--- src/rtl/mc_control_fsm.sv ---
// Multi-cycle MIPS-subset control sequencer: FETCH/DECODE/EXEC/MEM/WB with mem_ready stalls.
// Outputs are combinational decodes of the registered state; instr_count counts retired instructions.
module mc_control_fsm (
    input  logic        clk,
    input  logic        reset,
    input  logic        run,
    input  logic [5:0]  opcode,
    input  logic [5:0]  funct,
    input  logic        mem_ready,
    output logic [4:0]  phase,
    output logic        ir_we,
    output logic        pc_we,
    output logic        pc_cond_we,
    output logic        a_we,
    output logic        b_we,
    output logic        ao_we,
    output logic        mdr_we,
    output logic        gr_we,
    output logic        mem_rd,
    output logic        mem_wr,
    output logic        iord,
    output logic        reg_dst,
    output logic        mem_to_reg,
    output logic        alu_src_a,
    output logic [1:0]  alu_src_b,
    output logic [1:0]  pc_src,
    output logic [5:0]  alu_func,
    output logic        retire,
    output logic        halted,
    output logic [31:0] instr_count
);
    localparam logic [5:0] OP_R    = 6'b000000;
    localparam logic [5:0] OP_LW   = 6'b100011;
    localparam logic [5:0] OP_SW   = 6'b101011;
    localparam logic [5:0] OP_BEQ  = 6'b000100;
    localparam logic [5:0] OP_J    = 6'b000010;
    localparam logic [5:0] OP_ADDI = 6'b001000;
    localparam logic [5:0] ALU_ADD = 6'b100000;
    localparam logic [5:0] ALU_SUB = 6'b100010;

    typedef enum logic [2:0] {
        S_IDLE, S_FETCH, S_DECODE, S_EXEC, S_MEM, S_WB, S_HALT
    } state_t;

    state_t      r_state;
    state_t      w_next;
    logic [31:0] r_instr_count;
    logic        w_legal;

    assign w_legal = (opcode == OP_R) || (opcode == OP_LW) || (opcode == OP_SW) ||
                     (opcode == OP_BEQ) || (opcode == OP_ADDI);
    assign instr_count = r_instr_count;

    always_ff @(posedge clk) begin
        if (reset) begin
            r_state       <= S_IDLE;
            r_instr_count <= '0;
        end else begin
            r_state <= w_next;
            if (retire)
                r_instr_count <= r_instr_count + 32'd1;
        end
    end

    always_comb begin
        w_next     = r_state;
        phase      = '0;
        ir_we      = 1'b0;
        pc_we      = 1'b0;
        pc_cond_we = 1'b0;
        a_we       = 1'b0;
        b_we       = 1'b0;
        ao_we      = 1'b0;
        mdr_we     = 1'b0;
        gr_we      = 1'b0;
        mem_rd     = 1'b0;
        mem_wr     = 1'b0;
        iord       = 1'b0;
        reg_dst    = 1'b0;
        mem_to_reg = 1'b0;
        alu_src_a  = 1'b0;
        alu_src_b  = 2'd0;
        pc_src     = 2'd0;
        alu_func   = 6'b000000;
        retire     = 1'b0;
        halted     = 1'b0;
        case (r_state)
            S_IDLE: begin
                if (run)
                    w_next = S_FETCH;
            end
            S_FETCH: begin
                phase     = 5'b00001;
                mem_rd    = 1'b1;
                alu_src_b = 2'd1;
                alu_func  = ALU_ADD;
                if (mem_ready) begin
                    ir_we  = 1'b1;
                    pc_we  = 1'b1;
                    w_next = S_DECODE;
                end
            end
            S_DECODE: begin
                // ALU precomputes the branch target into ALUOut while operands latch.
                phase     = 5'b00010;
                a_we      = 1'b1;
                b_we      = 1'b1;
                ao_we     = 1'b1;
                alu_src_b = 2'd3;
                alu_func  = ALU_ADD;
                if (opcode == OP_J) begin
                    pc_we  = 1'b1;
                    pc_src = 2'd2;
                    retire = 1'b1;
                end else if (w_legal) begin
                    w_next = S_EXEC;
                end else begin
                    w_next = S_HALT;
                end
            end
            S_EXEC: begin
                phase     = 5'b00100;
                alu_src_a = 1'b1;
                case (opcode)
                    OP_R: begin
                        alu_func = funct;
                        ao_we    = 1'b1;
                        w_next   = S_WB;
                    end
                    OP_LW, OP_SW: begin
                        alu_src_b = 2'd2;
                        alu_func  = ALU_ADD;
                        ao_we     = 1'b1;
                        w_next    = S_MEM;
                    end
                    OP_ADDI: begin
                        alu_src_b = 2'd2;
                        alu_func  = ALU_ADD;
                        ao_we     = 1'b1;
                        w_next    = S_WB;
                    end
                    OP_BEQ: begin
                        alu_func   = ALU_SUB;
                        pc_cond_we = 1'b1;
                        pc_src     = 2'd1;
                        retire     = 1'b1;
                    end
                    default: w_next = S_HALT;
                endcase
            end
            S_MEM: begin
                phase = 5'b01000;
                iord  = 1'b1;
                if (opcode == OP_LW) begin
                    mem_rd = 1'b1;
                    if (mem_ready) begin
                        mdr_we = 1'b1;
                        w_next = S_WB;
                    end
                end else begin
                    mem_wr = 1'b1;
                    if (mem_ready)
                        retire = 1'b1;
                end
            end
            S_WB: begin
                phase      = 5'b10000;
                gr_we      = 1'b1;
                reg_dst    = (opcode == OP_R);
                mem_to_reg = (opcode == OP_LW);
                retire     = 1'b1;
            end
            S_HALT: halted = 1'b1;
            default: w_next = S_IDLE;
        endcase
        if (retire)
            w_next = run ? S_FETCH : S_IDLE;
        // Reset silences every side effect even while the old state is still registered.
        if (reset) begin
            ir_we      = 1'b0;
            pc_we      = 1'b0;
            pc_cond_we = 1'b0;
            a_we       = 1'b0;
            b_we       = 1'b0;
            ao_we      = 1'b0;
            mdr_we     = 1'b0;
            gr_we      = 1'b0;
            mem_rd     = 1'b0;
            mem_wr     = 1'b0;
            retire     = 1'b0;
        end
    end
endmodule

--- config.mk ---
export PLATFORM = sky130hd
export DESIGN_NAME = mc_control_fsm
export DESIGN_NICKNAME = d
export VERILOG_FILES = /design/src/rtl/mc_control_fsm.sv
export SDC_FILE = /design/constraint.sdc
export NUM_CORES = 1
export LEC_CHECK = 0
export ABC_AREA = 0
export BUFFER_PORTS_ARGS = -buffer_cell sky130_fd_sc_hd__buf_4
export CAP_MARGIN = 40
export CORE_ASPECT_RATIO = 0.9
export CORE_MARGIN = 1.5
export CORE_UTILIZATION = 50
export DETAILED_ROUTE_END_ITERATION = 10
export PLACE_DENSITY_LB_ADDON = 0.15
export SYNTH_ARGS = -nofsm -noshare
export SYNTH_HDL_FRONTEND = slang
export SYNTH_SLANG_ARGS = --single-unit
--- constraint.sdc ---
create_clock -name clk -period 3.3 [get_ports clk]
set_clock_uncertainty 0.05 [all_clocks]
set_input_delay 0.825 -clock clk [delete_from_list [all_inputs] [get_ports clk]]
set_output_delay 0.825 -clock clk [all_outputs]
set_load 0.05 [all_outputs]
==> impl_results.md, run 1 <==
* GRT overflow at 0
* Per-cell routed wire length at 14.0 um
* CP bufs+invs at 2
* Compound-Gate Fraction of Synth Area at 23.2%
* Vias per inst at around 5.6
* Outcome: finished clean
* Finished Cell Area at 3020 um^2
* Tmin final at about 2900 ps
* Final Slew Violations at 0
* Max-Cap Viols at 0
* Post-synthesis average cell area at 7.74 um^2
* Pwr Density at 379 nW/um^2
* FFs w/ async S/R, synth at 0%
* Final hold vios at 0
* Peak VDD IR at 235 uV
* Root cell of the clock tree: clkbuf_8
* First-iteration detailed-routing DRC count at 160
* Final period util at 89.3%
* CTS clk-pin slew, worst paths at ~70 ps
* H-tree depth at 2
* Setup violations, final at 0
* Crit path max-delay family: simple AND/OR/NAND/NOR gates
* Worst-skew pair later-pin latency at 280 ps
* Initial core utilization at 51.5%
* Hold Path Class: reg -> reg
* Placed Area at around 3000 um^2
* WP data required at 2420 ps
* Final hold slack at approximately 440 ps
* Via count at 2419
* Max incr delay on CP at 350 ps
* Row cnt at 23
* First-pass GRT wire length at around 9.6 mm
* Area delta synth->final at 32.3%
* Antenna-violating nets left at 0
* Post-Syn Nets at 313
* EDFF count, synth at 0
* Antenna violations before repair at 0
* F_max at about 0.34 GHz
* Longest Clk Path Bufs at 2
* Kind of end point of the critical path: primary output
* Share of the yosys chip area belonging to registers at 30.7%
* Detailed Place HPWL at 4.47 mm
* Setup bufs post-CTS at 0
* CTS tree: done
* Pre-antenna DRT Iters at 4
* Critical path origin: opcode[2]
* Commonest non-fill, non-tap cells in the layout: buf_4, nor2_1, dfxtp_1, nand2_1, a21oi_1
* Worst setup path endpoint: alu_func[0]
* Antenna Cells at 0
* Rel. slew slack at slightly above 60%
* P_leak at 1.15 nW
* Setup WS post-layout at 355 ps
* Crit Reg-Reg Startpoint: r_state[0]$_SDFFE_PP0P_
* CTS buffer count at 5
* Nets at ~400
* # port buffers at 78
* Slowest-stage cell, CP: nor3_1
* Cell Area, Synth at 2280 um^2
* Post-Synth Simple-Gate Area at 32.2%
* Tot GR Track Use at 25.0%
* Worst reg2reg path endpoint: instr_count[24]$_SDFFE_PP0P_
* Flops & latches, synth at 35
* Tightest Pin Transition at 591 ps
* Fraction of layout cells with a size suffix above 1 at 31.2%
* Core Area at 4430 um^2
* Critical-path cell list: buf_4 > nor3_4 > nand2_1 > nor3_1 > and2_1 > buf_4
* Syn Inst Count at 295
* Hold_buf cts at 0
* DRC Markers at 0
* Post-cts sizing count at 0
* CP Launch Type: input pin
* CP Max Fanout at 7
* Netlist cell types at 50
* Critical Path Stages at 6
* Clk sinks at 35
* Top cell by count, worst path: buf_4
* Most common cell after layout, fill and taps aside: buf_4
* R2R depth at 9
* Largest net degree at the start of global routing at 46
* Syn. warnings at 0
* Die Wd at approximately 74 um
* Adder-cell share of the synthesized area at 1.10%
* Vias in the first global route at slightly above 2000
* Setup TNS at 0 ps
* Largest family of logic cells by synthesized area: simple AND/OR/NAND/NOR gates
* Arr. time, crit path at 2070 ps
* WL final at 6.08 mm
* Top FF cell, synth: dfxtp_1
* DIE HEIGHT at 67.1 um
* Post-synthesis xor/xnor area fraction at under 10%
* Gpl congestion at 0.895
* RSZ-0062 raised after global routing: false
* Post-synthesis mux area share at 0.932%
* Placement Setup Slack at ~300 ps
* I/O pin cnt at 79
* Setup CP Type: in -> out
* R2R setup slack at 610 ps
* Die area at 4980 um^2
==> cell type report <==
cell class              count  area, um^2
inverters                  14        52.6
multi-input cells         229        1460
repair buffers             86         646
fillers                   413        1410
well taps                  62        77.6
clock inverters             1        5.00
flip-flops and latches     35         701
clock buffers               7        76.3
==> layer usage <==
layer  vias to the layer above  track usage [%]  share of wire [%]
met5                         -                0                  0
met1                      1111             35.9                 47
met3                         2             5.45                7.7
met2                        82             37.3                 45
met4                         0             7.05               0.46
li1                       1224                -                  -
==> worst register-to-register path: cells and delay by family (launching register included) <==
kind | cells | cell delay (ps)
DFF | 1 | 590
AOI/OAI and AO/OA | 3 | 650
buffers and inverters | 3 | 450
and+or+nand+nor | 3 | 880
==> report_power, final <==
part / internal, mW / switching, mW / total [mW]
Combinational: 0.118 / 0.268 / 0.386
Sequential: 0.432 / 0.0287 / 0.461
Clock: 0.148 / 0.150 / 0.299
==> cell usage after synthesis (2+ instances only) <==
library cell | count | area [um^2]
nand2b_1 | 2 | 12.5
ha_1 | 2 | 25.0
and3_1 | 6 | 37.5
a2111oi_2 | 8 | 120
nand2_1 | 27 | 101
a31o_2 | 2 | 17.5
xnor2_1 | 15 | 131
a21oi_1 | 25 | 125
buf_2 | 4 | 20.0
a2111oi_0 | 4 | 35.0
o31ai_1 | 7 | 52.6
a21o_1 | 2 | 15.0
or4_1 | 6 | 45.0
nor3_1 | 8 | 40.0
nor2_1 | 40 | 150
clkbuf_1 | 9 | 33.8
and2_1 | 7 | 43.8
nor2b_1 | 5 | 31.3
or3_1 | 9 | 56.3
o21ai_0 | 10 | 50.1
clkinv_1 | 2 | 7.51
dfxtp_1 | 35 | 701
nand4_1 | 7 | 43.8
nand3_1 | 13 | 65.1
buf_6 | 2 | 22.5
and4_1 | 2 | 17.5
a211oi_1 | 3 | 22.5
inv_1 | 11 | 41.3
==> registers in the layout, summed over array words and instances (netlist names) <==
name,count
instr_count,32
r_state,3
==> logic make-up after synthesis <==
| kind of cell | after synthesis |
|---|---|
| fa+ha+maj | 2 |
| mux | 2 |
| compound gates | 71 |
| xor+xnor | 15 |
| simple gates | 139 |
| buf+inv | 31 |
| flops | 35 |
==> per-stage QoR <==
step	utilization (%)	total power [mW]	instances
after global routing	68.1	1.20	434
after detailed placement	66.3	0.852	426
after floorplan	-	0.742	295
after global placement	66.3	0.849	426
after CTS	68.1	1.15	434
final	68.1	1.14	434
==> worst min path at each step <==
stage / end / cells after the start / from
after global routing: instr_count[6]$_SDFFE_PP0P_ / 2 / instr_count[6]$_SDFFE_PP0P_
final: instr_count[6]$_SDFFE_PP0P_ / 2 / instr_count[6]$_SDFFE_PP0P_
after floorplan: r_state[0]$_SDFFE_PP0P_ / 3 / r_state[0]$_SDFFE_PP0P_
after global placement: instr_count[6]$_SDFFE_PP0P_ / 2 / instr_count[6]$_SDFFE_PP0P_
after CTS: instr_count[6]$_SDFFE_PP0P_ / 2 / instr_count[6]$_SDFFE_PP0P_
after detailed placement: instr_count[6]$_SDFFE_PP0P_ / 2 / instr_count[6]$_SDFFE_PP0P_
(Power assumes the default switching activity.)
==> run 2: changes to the inputs <==
--- a/config.mk
+++ b/config.mk
@@ -8,7 +8,7 @@
 export ABC_AREA = 0
 export BUFFER_PORTS_ARGS = -buffer_cell sky130_fd_sc_hd__buf_4
 export CAP_MARGIN = 40
-export CORE_ASPECT_RATIO = 0.9
+export CORE_ASPECT_RATIO = 0.6
 export CORE_MARGIN = 1.5
 export CORE_UTILIZATION = 50
 export DETAILED_ROUTE_END_ITERATION = 10
==> impl_results.md, run 2 (synthesized netlist as in run 1, its figures left out) <==
* DRC Markers at 0 (unchanged)
* Max incr delay on CP at 670 ps (was 350 ps)
* Placement Setup Slack at 290 ps (was 298 ps)
* WHS Path Cells at 2 (unchanged)
* Setup violations, final at 0 (unchanged)
* Root cell of the clock tree: clkbuf_8 (unchanged)
* Max-Cap Viols at 0 (unchanged)
* Post-cts sizing count at 0 (unchanged)
* CTS clk-pin slew, worst paths at 70 ps (about the same)
* Arr. time, crit path at 2090 ps (was 2070 ps)
* Critical-path cell list: inv_1 > ha_1 > a21o_1 > nor2_2 > buf_4 (was buf_4 > nor3_4 > nand2_1 > nor3_1 > and2_1 > buf_4)
* Final period util at 89.9% (was 89.3%)
* Vias per inst at 5.81 (was 5.57)
* DIE HEIGHT at 55.3 um (was 67.1 um)
* H-tree depth at 2 (unchanged)
* Final Slew Violations at 0 (unchanged)
* Longest Clk Path Bufs at 2 (unchanged)
* Final Total Pwr at 1.17 mW (was 1.14 mW)
* First-iteration detailed-routing DRC count at 277 (was 160)
* Core Area at 4230 um^2 (was 4430 um^2)
* Setup WS post-layout at 333 ps (was 355 ps)
* # port buffers at 78 (unchanged)
* Setup bufs post-CTS at 0 (unchanged)
* Tot GR Track Use at 26.4% (was 25.0%)
* Antenna Cells at 0 (unchanged)
* Area delta synth->final at 32.5% (was 32.3%)
* CP Launch Type: flop (was input pin)
* Pre-antenna DRT Iters at 4 (unchanged)
* Switching part of the total at 39.1% (was 39.0%)
* I/O pin cnt at 79 (unchanged)
* Hold Path Class: reg -> reg (unchanged)
* Final hold slack at 461 ps (was 444 ps)
* P_leak at 1.15 nW (about the same)
* GRT overflow at 0 (unchanged)
* WP data required at 2420 ps (about the same)
* Peak VDD IR at 239 uV (was 235 uV)
* Final hold vios at 0 (unchanged)
* Setup TNS at 0 ps (unchanged)
* Clk sinks at 35 (unchanged)
* Vias in the first global route at 2139 (was 2039)
* Per-cell routed wire length at 15.2 um (was 14.0 um)
* First-pass GRT wire length at 10.6 mm (was 9.60 mm)
* Antenna-violating nets left at 0 (unchanged)
* CP Max Fanout at 15 (was 7)
* Row cnt at 18 (was 23)
* Proportion of power drawn by combinational gates at 32.9% (was 33.7%)
* Die Wd at 90.2 um (was 74.2 um)
* Hold_buf cts at 0 (unchanged)
* Detailed Place HPWL at 4.93 mm (was 4.47 mm)
* Initial core utilization at 53.9% (was 51.5%)
* Rel. slew slack at 59.1% (was 60.3%)
* WL final at 6.55 mm (was 6.08 mm)
* Largest net degree at the start of global routing at 30 (was 46)
* Setup CP Type: reg -> out (was in -> out)
* Power Internal at 712 uW (was 698 uW)
* Pwr Density at 387 nW/um^2 (was 379 nW/um^2)
* Slowest-stage cell, CP: dfxtp_1 (was nor3_1)
* F_max at 0.337 GHz (was 0.340 GHz)
* Commonest non-fill, non-tap cells in the layout: buf_4, nor2_1, dfxtp_1, nand2_1, a21oi_1 (unchanged)
* Gpl congestion at 0.941 (was 0.895)
* Fraction of layout cells with a size suffix above 1 at 31.5% (was 31.2%)
* Antenna violations before repair at 0 (unchanged)
* CTS buffer count at 5 (unchanged)
* Clock share of power at 27.4% (was 26.1%)
* Via count at 2503 (was 2419)
* NetSw at 457 uW (was 447 uW)
* Die area at 4990 um^2 (was 4980 um^2)
* Number of flip-flops in the largest register at 32 (unchanged)
* Nets at 389 (unchanged)
* Tightest Pin Transition at 609 ps (was 591 ps)
* RSZ-0062 raised after global routing: false (unchanged)
* Kind of end point of the critical path: primary output (unchanged)
* Worst-skew pair later-pin latency at 290 ps (was 280 ps)
* Most common cell after layout, fill and taps aside: buf_4 (unchanged)
* Tmin final at 2970 ps (was 2950 ps)
* Part of the power in registers at 39.7% (was 40.2%)
* CTS tree: done (unchanged)
* R2R depth at 6 (was 9)
* Outcome: finished clean (unchanged)
==> run 2: cell count changes in the layout (fill, tap and decap cells not counted) <==
| cell | delta |
|---|---|
| clkbuf_1 | -2 |
| clkbuf_8 | +1 |
==> run 2: critical path, delay by kind of cell, from the launching register on <==
kind / cells / cell delay [ps]
adders and majority gates: 1 / 420
AOI/OAI and AO/OA: 1 / 210
and+or+nand+nor: 1 / 80
buffers and inverters: 2 / 420
DFF: 1 / 670
==> run 2: power by group through the flow <==
stage / Sequential [mW] / Combinational (mW) / Clock [mW]
floorplan: 0.449 / 0.293 / 0
global placement: 0.473 / 0.375 / 0
detailed placement: 0.472 / 0.380 / 0
CTS: 0.462 / 0.381 / 0.323
global route: 0.466 / 0.409 / 0.346
finish: 0.464 / 0.384 / 0.320
==> run 2: path summary, 6_finish.rpt <==
check	start	end	slack, ps
worst min-delay path	instr_count[24]$_SDFFE_PP0P_	instr_count[24]$_SDFFE_PP0P_	460
worst max register to register	r_state[2]$_SDFFE_PP0P_	instr_count[24]$_SDFFE_PP0P_	590
worst max-delay path	r_state[2]$_SDFFE_PP0P_	retire	330
worst min register to register	instr_count[24]$_SDFFE_PP0P_	instr_count[24]$_SDFFE_PP0P_	460
==> run 2: cell type report <==
type,count,area (um^2)
Fill cell,361,1210
Multi-Input combinational cell,229,1460
Inverter,14,52.6
Sequential cell,35,701
Timing Repair Buffer,86,646
Clock inverter,1,5.00
Tap cell,60,75.1
Clock buffer,6,82.6
==> run 2: metrics by stage <==
step	area, um^2	std cells	util [%]
3_3_place_gp	2940	424	69.3
6_report	3020	431	71.4
4_1_cts	3020	431	71.4
5_1_grt	3020	431	71.4
3_5_place_dp	2940	424	69.3
2_1_floorplan	2300	295	-
==> run 2: metal layers <==
metal	track usage, %	wire (um)
met1	40.3	3200
met2	36.0	2670
met3	7.02	611
met4	7.03	72
met5	0	0
==> run 3: changes to the inputs <==
--- a/config.mk
+++ b/config.mk
@@ -6,12 +6,14 @@
 export NUM_CORES = 1
 export LEC_CHECK = 0
 export ABC_AREA = 0
-export BUFFER_PORTS_ARGS = -buffer_cell sky130_fd_sc_hd__buf_4
 export CAP_MARGIN = 40
+export CELL_PAD_IN_SITES_DETAIL_PLACEMENT = 0
+export CELL_PAD_IN_SITES_GLOBAL_PLACEMENT = 1
 export CORE_ASPECT_RATIO = 0.6
 export CORE_MARGIN = 1.5
-export CORE_UTILIZATION = 50
+export CORE_UTILIZATION = 45
 export DETAILED_ROUTE_END_ITERATION = 10
+export DONT_BUFFER_PORTS = 1
 export PLACE_DENSITY_LB_ADDON = 0.15
 export SYNTH_ARGS = -nofsm -noshare
 export SYNTH_HDL_FRONTEND = slang
==> impl_results.md, run 3 (synthesized netlist as in run 1, its figures left out) <==
* Via count at 2420 (was 2503)
* Setup TNS at 0 ps (unchanged)
* Pre-antenna DRT Iters at 4 (unchanged)
* CTS buffer count at 5 (unchanged)
* Tot GR Track Use at 25.4% (was 26.4%)
* Longest Clk Path Bufs at 2 (unchanged)
* Antenna Cells at 0 (unchanged)
* Arr. time, crit path at 2110 ps (was 2090 ps)
* Setup bufs post-CTS at 0 (unchanged)
* Nets at 354 (was 389)
* Most common cell after layout, fill and taps aside: buf_4 (unchanged)
* I/O pin cnt at 79 (unchanged)
* Hold_buf cts at 0 (unchanged)
* Detailed Place HPWL at 4.99 mm (was 4.93 mm)
* Gpl congestion at 0.922 (was 0.941)
* Clk sinks at 35 (unchanged)
* Hold Path Class: in -> reg (was reg -> reg)
* Final hold vios at 0 (unchanged)
* Area delta synth->final at 21.4% (was 32.5%)
* CP Max Fanout at 10 (was 15)
* Max-Cap Viols at 0 (unchanged)
* Post-cts sizing count at 0 (unchanged)
* Antenna-violating nets left at 0 (unchanged)
* Critical-path cell list: nor3_4 > and4_1 > o21ai_2 > a21o_1 > nor2_2 > buf_4 (was inv_1 > ha_1 > a21o_1 > nor2_2 > buf_4)
* Pwr Density at 413 nW/um^2 (was 387 nW/um^2)
* Die area at 5520 um^2 (was 4990 um^2)
* Peak VDD IR at 237 uV (was 239 uV)
* Root cell of the clock tree: clkbuf_8 (unchanged)
* Rel. slew slack at 48.7% (was 59.1%)
* Outcome: finished clean (unchanged)
* Initial core utilization at 48.2% (was 53.9%)
* Worst-skew pair later-pin latency at 290 ps (about the same)
* Max incr delay on CP at 320 ps (was 670 ps)
* Largest net degree at the start of global routing at 46 (was 30)
* WP data required at 2420 ps (about the same)
* Setup CP Type: in -> out (was reg -> out)
* Row cnt at 19 (was 18)
* GRT overflow at 0 (unchanged)
* Vias in the first global route at 2044 (was 2139)
* Fill cell count at 459 (was 361)
* Tmin final at 2990 ps (was 2970 ps)
* Commonest non-fill, non-tap cells in the layout: buf_4, nor2_1, dfxtp_1, nand2_1, a21oi_1 (unchanged)
* Per-cell routed wire length at 16.9 um (was 15.2 um)
* First-pass GRT wire length at 10.6 mm (about the same)
* WL final at 6.75 mm (was 6.55 mm)
* H-tree depth at 2 (unchanged)
* Antenna violations before repair at 0 (unchanged)
* Core Area at 4730 um^2 (was 4230 um^2)
* RSZ-0062 raised after global routing: false (unchanged)
* Fraction of layout cells with a size suffix above 1 at 25.0% (was 31.5%)
* F_max at 0.335 GHz (was 0.337 GHz)
* # port buffers at 0 (was 78)
* DRC Markers at 0 (unchanged)
* DIE HEIGHT at 58.2 um (was 55.3 um)
* CP Launch Type: input pin (was flop)
* CTS tree: done (unchanged)
* Kind of end point of the critical path: primary output (unchanged)
* First-iteration detailed-routing DRC count at 240 (was 277)
* Number of flip-flops in the largest register at 32 (unchanged)
* Die Wd at 94.9 um (was 90.2 um)
* Final Slew Violations at 0 (unchanged)
* Vias per inst at 6.07 (was 5.81)
* Final core occ at 58.6% (was 71.4%)
* Tightest Pin Transition at 751 ps (was 609 ps)
* Slowest-stage cell, CP: and4_1 (was dfxtp_1)
* CTS clk-pin slew, worst paths at 70 ps (about the same)
* Setup violations, final at 0 (unchanged)
* P_leak at 0.975 nW (was 1.15 nW)
* Final period util at 90.5% (was 89.9%)
## run 3: cell count changes in the layout (fill, tap and decap cells not counted), sizes merged
cell | previous run | this run
buf | 86 | 51
## run 3: worst paths after layout
path,start,endpoint,slack [ps],cells after the start
worst max-delay path,opcode[2],retire,310,6
worst min-delay path,reset,instr_count[25]$_SDFFE_PP0P_,550,1
worst max register to register,r_state[0]$_SDFFE_PP0P_,instr_count[24]$_SDFFE_PP0P_,540,9
worst min register to register,instr_count[1]$_SDFFE_PP0P_,instr_count[1]$_SDFFE_PP0P_,610,3
## run 3: power breakdown
group | internal [mW] | switching [mW]
sequential | 0.432 | 0.0251
combinational | 0.101 | 0.268
clock | 0.164 | 0.155
total | 0.697 | 0.448
## run 3: final cells by class
class                      instances  area [um^2]  share of cell area (%)
clock buffer                       6         82.6                    2.98
clock inverter                     1         5.00                   0.181
inverter                          14         52.6                    1.90
multi-input combinational        229         1470                    53.0
sequential                        35          701                    25.3
tap                               63         78.8                    2.84
timing repair buffer              51          383                    13.8
## run 3: worst max-delay path, delay by kind of cell
family | cells | cell delay [ps]
buffers and inverters | 1 | 190
AND/OR/NAND/NOR | 3 | 690
AO/OA/AOI/OAI | 2 | 400
## run 3: through the flow
| stage | power [mW] | worst slack, ps | instance area [um^2] | hold slack [ps] | instances |
|---|---|---|---|---|---|
| 2_1_floorplan | 0.742 | 6.21 | 2300 | 509 | 295 |
| 3_3_place_gp | 0.828 | 414 | 2680 | 585 | 392 |
| 3_5_place_dp | 0.830 | 357 | 2680 | 599 | 392 |
| 4_1_cts | 1.15 | 354 | 2770 | 541 | 399 |
| 5_1_grt | 1.20 | 239 | 2770 | 534 | 399 |
| 6_report | 1.15 | 313 | 2770 | 554 | 399 |
## run 3: routing by layer
layer / GRT usage, % / vias to the layer above / share of wire, %
met5: 0 / - / 0
met4: 6.82 / 0 / 1.1
met3: 8.01 / 9 / 11
met2: 33.6 / 134 / 39
met1: 38.8 / 1129 / 49
li1: - / 1148 / -
